### src/rtl/ibex_multdiv_arbiter.sv
//==============================================================================
// Module  : ibex_multdiv_arbiter
// Purpose : Round-robin sharing of one iterative mult/div unit between requesters.
// Rev     : 1.0  initial release
//==============================================================================
`default_nettype none

module ibex_multdiv_arbiter #(
  parameter int NumReq     = 2,
  parameter int TimeoutCyc = 64
) (
  input  logic                   clk_i,
  input  logic                   rst_i,
  input  logic [NumReq-1:0]      req_valid_i,
  output logic [NumReq-1:0]      req_ready_o,
  input  logic [NumReq-1:0]      req_is_div_i,
  input  logic [2*NumReq-1:0]    req_operator_i,
  input  logic [2*NumReq-1:0]    req_signed_i,
  input  logic [32*NumReq-1:0]   req_op_a_i,
  input  logic [32*NumReq-1:0]   req_op_b_i,
  input  logic [NumReq-1:0]      flush_i,
  output logic [NumReq-1:0]      rsp_valid_o,
  input  logic [NumReq-1:0]      rsp_ready_i,
  output logic [31:0]            rsp_result_o,
  output logic                   rsp_err_o,
  output logic                   md_mult_en_o,
  output logic                   md_div_en_o,
  output logic [1:0]             md_operator_o,
  output logic [1:0]             md_signed_o,
  output logic [31:0]            md_op_a_o,
  output logic [31:0]            md_op_b_o,
  output logic                   md_ready_id_o,
  input  logic                   md_valid_i,
  input  logic [31:0]            md_result_i,
  output logic                   busy_o
);

  localparam int IdxW = (NumReq > 1) ? $clog2(NumReq) : 1;
  localparam int CntW = $clog2(TimeoutCyc + 1);

  typedef enum logic [1:0] {
    IDLE = 2'd0,
    BUSY = 2'd1,
    RESP = 2'd2
  } state_t;

  state_t            state, state_nxt;
  logic [IdxW-1:0]   rr_ptr, owner;
  logic [CntW-1:0]   cnt;
  logic              is_div, err;
  logic [1:0]        op_sel, sgn;
  logic [31:0]       op_a, op_b, result;

  logic [IdxW-1:0]   win, cand;
  logic              found;
  logic              sel_div;
  logic [1:0]        sel_oper, sel_sgn;
  logic [31:0]       sel_a, sel_b;
  logic              own_flush, timeout, in_busy;

  // Round-robin search starting just after the last winner.
  always_comb begin
    found = 1'b0;
    win   = '0;
    cand  = rr_ptr;
    for (int k = 0; k < NumReq; k++) begin
      cand = (cand == IdxW'(NumReq - 1)) ? '0 : cand + IdxW'(1);
      if (!found && req_valid_i[cand]) begin
        found = 1'b1;
        win   = cand;
      end
    end
  end

  always_comb begin
    sel_div  = 1'b0;
    sel_oper = '0;
    sel_sgn  = '0;
    sel_a    = '0;
    sel_b    = '0;
    for (int i = 0; i < NumReq; i++) begin
      if (win == IdxW'(i)) begin
        sel_div  = req_is_div_i[i];
        sel_oper = req_operator_i[2*i +: 2];
        sel_sgn  = req_signed_i[2*i +: 2];
        sel_a    = req_op_a_i[32*i +: 32];
        sel_b    = req_op_b_i[32*i +: 32];
      end
    end
  end

  assign own_flush = flush_i[owner];
  assign timeout   = (cnt == CntW'(TimeoutCyc - 1));
  assign in_busy   = (state == BUSY);

  always_ff @(posedge clk_i or posedge rst_i) begin
    if (rst_i) begin
      state <= IDLE;
    end else begin
      state <= state_nxt;
    end
  end

  always_comb begin
    state_nxt = state;
    case (state)
      IDLE: if (found) state_nxt = BUSY;
      BUSY: begin
        if (own_flush)                  state_nxt = IDLE;
        else if (md_valid_i || timeout) state_nxt = RESP;
      end
      RESP: if (own_flush || rsp_ready_i[owner]) state_nxt = IDLE;
      default: state_nxt = IDLE;
    endcase
  end

  always_ff @(posedge clk_i or posedge rst_i) begin
    if (rst_i) begin
      rr_ptr <= IdxW'(NumReq - 1);
      owner  <= '0;
      cnt    <= '0;
      is_div <= 1'b0;
      op_sel <= '0;
      sgn    <= '0;
      op_a   <= '0;
      op_b   <= '0;
      result <= '0;
      err    <= 1'b0;
    end else begin
      case (state)
        IDLE: begin
          if (found) begin
            owner  <= win;
            rr_ptr <= win;
            cnt    <= '0;
            is_div <= sel_div;
            op_sel <= sel_oper;
            sgn    <= sel_sgn;
            op_a   <= sel_a;
            op_b   <= sel_b;
          end
        end
        BUSY: begin
          cnt <= cnt + CntW'(1);
          if (!own_flush) begin
            if (md_valid_i) begin
              result <= md_result_i;
              err    <= 1'b0;
            end else if (timeout) begin
              result <= '0;
              err    <= 1'b1;
            end
          end
        end
        default: ;
      endcase
    end
  end

  // The grant is gated by reset so that every output is zero while reset is held.
  always_comb begin
    req_ready_o = '0;
    rsp_valid_o = '0;
    if (state == IDLE && found && !rst_i) req_ready_o[win] = 1'b1;
    if (state == RESP) rsp_valid_o[owner] = 1'b1;
  end

  assign rsp_result_o  = (state == RESP) ? result : '0;
  assign rsp_err_o     = (state == RESP) && err;
  assign md_mult_en_o  = in_busy && !is_div;
  assign md_div_en_o   = in_busy && is_div;
  assign md_ready_id_o = in_busy;
  assign md_operator_o = in_busy ? op_sel : '0;
  assign md_signed_o   = in_busy ? sgn : '0;
  assign md_op_a_o     = in_busy ? op_a : '0;
  assign md_op_b_o     = in_busy ? op_b : '0;
  assign busy_o        = (state != IDLE);

endmodule

`default_nettype wire

### config.mk
export PLATFORM = sky130hd
export DESIGN_NAME = ibex_multdiv_arbiter
export DESIGN_NICKNAME = d
export VERILOG_FILES = /design/src/rtl/ibex_multdiv_arbiter.sv
export SDC_FILE = /design/constraint.sdc
export NUM_CORES = 1
export LEC_CHECK = 0
export CORE_MARGIN = 2
export CORE_UTILIZATION = 44
export DETAILED_ROUTE_END_ITERATION = 8
export PLACE_DENSITY = 0.87
export SLEW_MARGIN = 20
export SYNTH_ARGS = -nofsm -noshare
export SYNTH_HDL_FRONTEND = slang
export SYNTH_SLANG_ARGS = --single-unit
### constraint.sdc
create_clock -name clk_i -period 6.2 [get_ports clk_i]
set_input_delay 1.24 -clock clk_i [delete_from_list [all_inputs] [get_ports clk_i]]
set_output_delay 1.24 -clock clk_i [all_outputs]
set_load 0.005 [all_outputs]
==> reports/qor.txt, run 1 <==
Status: finished, final reports clean
Post-DP Area: 8540 um^2
Multi-input logic area: 2550 um^2
Commonest register cell after synthesis: dfrtp_1
Die area: 13800 um^2
Setup TNS: 0 ns
Vias in the first global route: 5021
Max FO, Critical Path: 11
CTS root buffer: clkbuf_16
Post-synth EDFFs: 0
First-pass detailed-route iteration total: 4
Yosys reg bits: 113
Average wire per standard cell: 16.4 um
Cells after Synth: 559
IO buf count: 287
Clock Latency Late Sink: 0.40 ns
Main area contributors after synthesis: dfrtp_1 (50%), mux2i_1 (12%), and2_1 (11%)
Combinational power share: 0.405
Total CTS buffers: 17
Antenna violations before repair: 0
GR Util All Layers: 0.239
Tmin final: 4.37 ns
Max-Cap Viols: 0
Largest area contributor in the netlist: dfrtp_1
Final setup margin: 1.83 ns
# diodes: 0
Dpl ws: 1.82 ns
Post-CTS Setup Inserts: 0
Die Width: 117 um
Setup CP Type: input pin to primary output
Syn Nets: 739
Max IR drop VDD: 0.000199 V
RePlAce Congestion: 0.810
Share of flip-flops with an asynchronous set or reset: 1.00
Initial core utilization: 0.449
Req. time, crit path: 4.96 ns
Nets@finish: 1008
Crit end category: primary output
Final instance area: 9130 um^2
Cts repair resizes: 0
CTS tree: built
Remaining Overflow, GRT: 0
Die H: 117 um
RSZ-0062 raised after global routing: no
Worst slew margin: 0.248
Critical Path Start Type: input pin
P_leak: 0.00395 uW
Hpwl dp: 12100 um
Post-Syn Area: 5650 um^2
Sw frac: 0.321
Clock Tree Buf Depth: 2
Internal: 2540 uW
WHS: 0.466 ns
Num rows: 41
Max Freq: 0.229 GHz
Slew @ Worst Pin: 1.12 ns
Hold bufs inserted after CTS: 0
Share of layout cells above drive strength 1: 0.0499
Core Area: 12600 um^2
Synth unique cells: 35
Number of remaining DRC errors: 0
Endpoints failing setup: 0
Tcrit/Tclk final: 0.705
Fill cells: 870
Top Ports: 288
Synthesis-to-layout area growth: 61.6%
1st-iter DRT viols: 282
Vias/cell: 4.98
Post-synthesis sequential area ratio: 0.501
Routed vias: 5045
Clk slew on worst S/H paths: 0.06 ns
Antenna-violating nets left: 0
Avg Cell Area, Syn: 10.1 um^2
Clock power frac: 0.259
Clk sinks: 113
Largest net degree at the start of global routing: 93
Setup Skew: 0.00827 ns
Ys Warns: 0
Worst path arrival time: 3.13 ns
Most frequent cells in the layout: clkdlybuf4s50_1 (287), dfrtp_1 (112), and2_1 (101), nand2_1 (77), mux2i_1 (70)
Register Area: 2830 um^2
Total power draw: 3750 uW
Worst hold path class: flip-flop to flip-flop
Htree depth: 4
Final Slew Violations: 0
Post-synth top area share: 0.496
Final hold vios: 0
First-pass GRT wire length: 25100 um
Flop pwr share: 0.337
Commonest non-fill, non-tap cell in the layout: clkdlybuf4s50_1
Psw: 1200 uW
WL final: 16600 um
Power density cells: 410 nW/um^2
state kept, by name, summed over array words and instances, names as in the netlist, 2 cells and up:
name    flops
cnt         7
op_a       32
op_b       32
op_sel      2
result     32
sgn         2
state       2
worst paths after layout:
kind	startpoint	end	slack (ns)	cells after the start
min in group asynchronous	rst_i	owner	1.40	2
hold / removal	op_b[5]	op_b[5]	0.47	2
setup / recovery	req_valid_i[1]	req_ready_o[1]	1.83	5
setup reg to reg	rr_ptr	op_b[14]	3.82	4
max in group asynchronous	rst_i	op_a[2]	3.62	3
hold reg to reg	op_b[5]	op_b[5]	0.47	2
Yosys cell counts (2+ instances only):
cell and count:
nand2_1 77, a21oi_1 4, clkbuf_1 12, nand3_1 4
nor2_2 2, nor2_1 8, a22o_1 32, nor3_1 4
mux2i_1 70, o21ai_0 59, xor2_1 2, inv_1 6
buf_6 9, o31ai_1 2, dfrtp_1 112, and3_1 2
o21ai_1 19, buf_4 3, and2_1 101, buf_2 16
power by group through the flow:
stage | combinational, uW | clock (uW) | sequential (uW)
after floorplan | 841 | 0 | 1200
after CTS | 1540 | 981 | 1260
after global routing | 1670 | 1020 | 1300
after global placement | 1480 | 0 | 1240
final | 1520 | 969 | 1260
after detailed placement | 1520 | 0 | 1260
logic make-up (layout without fill, tap and decap cells):
kind of cell	Yosys count	in the layout	share of synthesized area
simple gates	202	202	0.185
compound gates	121	121	0.132
mux	71	71	0.127
buf+inv	49	331	0.0503
flops	113	113	0.501
fa+ha+maj	1	1	0.00221
xor+xnor	2	2	0.00310
final cells by class:
class | instances | share of cell area
multi-input cells | 397 | 0.280
repair buffers | 292 | 0.319
flip-flops and latches | 113 | 0.310
clock inverters | 10 | 0.0148
well taps | 172 | 0.0236
inverters | 7 | 0.00329
clock buffers | 22 | 0.0498
critical path, cell delays in order:
cell and delay (ns):
clkdlybuf4s50_1 0.61, a21boi_4 0.53, nand2_1 0.13, nor2_1 0.11, clkdlybuf4s50_1 0.51
per-layer routing:
metal	GRT usage	wire [um]	up-vias	part of all wire
li1	-	-	2436	-
met1	0.264	6220	2354	0.37
met2	0.423	8380	226	0.50
met3	0.0808	1600	29	0.096
met4	0.0996	418	0	0.025
met5	0	0	-	0
stage by stage:
step                utilization  instances
finish                    0.726       1013
floorplan                     -        559
global placement          0.679        981
detailed placement        0.679        981
CTS                       0.726       1013
global route              0.726       1013
No activity file was read; power rests on OpenSTA's default activity.
==> run 2: changes to the inputs <==
--- a/config.mk
+++ b/config.mk
@@ -6,9 +6,9 @@
 export NUM_CORES = 1
 export LEC_CHECK = 0
 export CORE_MARGIN = 2
-export CORE_UTILIZATION = 44
+export CORE_UTILIZATION = 40
 export DETAILED_ROUTE_END_ITERATION = 8
-export PLACE_DENSITY = 0.87
+export PLACE_DENSITY = 0.8
 export SLEW_MARGIN = 20
 export SYNTH_ARGS = -nofsm -noshare
 export SYNTH_HDL_FRONTEND = slang
==> constraint.sdc (replaced) <==
create_clock -name clk_i -period 4.25 [get_ports clk_i]
set_input_delay 0.85 -clock clk_i [delete_from_list [all_inputs] [get_ports clk_i]]
set_output_delay 0.85 -clock clk_i [all_outputs]
set_load 0.005 [all_outputs]
==> reports/qor.txt, run 2 (synthesized netlist as in run 1, its figures left out) <==
Internal: 3930 uW (was 2540 uW)
Critical Path Start Type: flip-flop (was input pin)
Psw: 1730 uW (was 1200 uW)
Share of layout cells above drive strength 1: 0.0558 (was 0.0499)
Combinational power share: 0.392 (was 0.405)
Die Width: 123 um (was 117 um)
Worst hold path class: flip-flop to flip-flop (unchanged)
Fill cells: 1047 (was 870)
Max FO, Critical Path: 55 (was 11)
Max-Cap Viols: 0 (unchanged)
Core Area: 13800 um^2 (was 12600 um^2)
Worst slew margin: 0.263 (was 0.248)
Number of remaining DRC errors: 0 (unchanged)
Status: finished, final reports clean (unchanged)
Vias in the first global route: 4986 (was 5021)
Setup CP Type: flip-flop to primary output (was input pin to primary output)
Antenna-violating nets left: 0 (unchanged)
Biggest regs: op_a x32, op_b x32, result x32 (unchanged)
Commonest non-fill, non-tap cell in the layout: clkdlybuf4s50_1 (unchanged)
RePlAce Congestion: 0.781 (was 0.810)
Setup Skew: 0.00715 ns (was 0.00827 ns)
Clk sinks: 113 (unchanged)
RSZ-0062 raised after global routing: no (unchanged)
Clock Latency Late Sink: 0.41 ns (was 0.40 ns)
Htree depth: 4 (unchanged)
Req. time, crit path: 3.40 ns (was 4.96 ns)
Largest net degree at the start of global routing: 141 (was 93)
Die H: 123 um (was 117 um)
Crit end category: primary output (unchanged)
Clock power frac: 0.285 (was 0.259)
CTS tree: built (unchanged)
Final hold vios: 0 (unchanged)
WL final: 16400 um (was 16600 um)
Register Area: 2830 um^2 (unchanged)
Max IR drop VDD: 0.000383 V (was 0.000199 V)
Setup TNS: 0 ns (unchanged)
Power density cells: 611 nW/um^2 (was 410 nW/um^2)
Antenna violations before repair: 0 (unchanged)
Sw frac: 0.305 (was 0.321)
IO buf count: 287 (unchanged)
Num rows: 43 (was 41)
Endpoints failing setup: 0 (unchanged)
Nets@finish: 1010 (was 1008)
First-pass detailed-route iteration total: 4 (unchanged)
Clk slew on worst S/H paths: 0.05 ns (was 0.06 ns)
Initial core utilization: 0.408 (was 0.449)
Flop pwr share: 0.324 (was 0.337)
Hpwl dp: 11900 um (was 12100 um)
Routed vias: 5012 (was 5045)
Worst path arrival time: 2.58 ns (was 3.13 ns)
Slew @ Worst Pin: 1.10 ns (was 1.12 ns)
Remaining Overflow, GRT: 0 (unchanged)
Top Ports: 288 (unchanged)
Post-CTS Setup Inserts: 0 (unchanged)
# diodes: 0 (unchanged)
Clock Tree Buf Depth: 2 (unchanged)
Final Slew Violations: 0 (unchanged)
Most frequent cells in the layout: clkdlybuf4s50_1 (287), dfrtp_1 (112), and2_1 (101), nand2_1 (77), mux2i_1 (70) (unchanged)
Vias/cell: 4.90 (was 4.98)
Tmin final: 3.43 ns
1st-iter DRT viols: 291 (was 282)
Final Util: 0.670 (was 0.726)
Cts repair resizes: 0 (unchanged)
P_leak: 0.00401 uW (was 0.00395 uW)
CTS root buffer: clkbuf_16 (unchanged)
Multi-input logic area: 2550 um^2 (unchanged)
Die area: 15100 um^2 (was 13800 um^2)
Tcrit/Tclk final: 0.806
Synthesis-to-layout area growth: 64.0% (was 61.6%)
Total CTS buffers: 17 (unchanged)
Max Freq: 0.292 GHz
First-pass GRT wire length: 25100 um (about the same)
Hold bufs inserted after CTS: 0 (unchanged)
Average wire per standard cell: 16.1 um (was 16.4 um)
GR Util All Layers: 0.219 (was 0.239)
[run 2: cell count changes in the layout (fill, tap and decap cells not counted)]
cell / before / now
buf_12: 0 / 1
buf_6: 0 / 1
bufinv_16: 3 / 5
clkbuf_1: 4 / 1
clkbuf_8: 1 / 6
clkinv_2: 5 / 1
clkinv_4: 2 / 1
inv_2: 0 / 1
[run 2: area by class of cell]
type                       instances  area share
clock buffer                      24      0.0553
clock inverter                     8      0.0185
inverter                           7     0.00311
multi-input combinational        397       0.276
sequential                       113       0.305
tap                              180      0.0243
timing repair buffer             294       0.318
[run 2: power groups by stage]
stage                     clock network, uW  logic, uW  registers [uW]
after detailed placement                  0       2230            1840
after global routing                   1700       2470            1900
final                                  1610       2220            1830
after CTS                              1640       2260            1830
after global placement                    0       2180            1810
after floorplan                           0       1230            1750
[run 2: per-stage QoR]
stage	total power [uW]	worst slack [ns]	cells	hold slack [ns]	area, um^2
after floorplan	2980	0.414	559	0.442	5650
after global placement	3990	1.04	991	0.453	8570
after detailed placement	4070	0.988	991	0.463	8570
after CTS	5730	0.759	1023	0.474	9260
after global routing	6060	0.609	1023	0.489	9260
final	5660	0.824	1023	0.468	9260
[run 2: routing by layer]
layer / wire length [um] / track usage
met3: 1360 / 0.0711
met2: 8230 / 0.370
met1: 6490 / 0.259
met5: 0 / 0
met4: 352 / 0.0876
[run 2: worst max-delay path, cell delays in order (launching register included)]
cell and delay [ns]:
dfrtp_1 0.48, nand2b_1 0.29, inv_2 0.38, buf_12 0.26, and2_1 0.20, clkdlybuf4s50_1 0.52
[run 2: worst paths after layout]
| check | depth (start not counted) | startpoint | slack [ns] | end |
|---|---|---|---|---|
| setup / recovery | 5 | state[0] | 0.82 | md_op_a_o[8] |
| hold / removal | 2 | op_a[25] | 0.47 | op_a[25] |
| setup reg to reg | 4 | state[0] | 2.06 | result[10] |
| hold reg to reg | 2 | op_a[25] | 0.47 | op_a[25] |
| max in group asynchronous | 3 | rst_i | 2.43 | op_a[21] |
| min in group asynchronous | 2 | rst_i | 0.93 | owner |
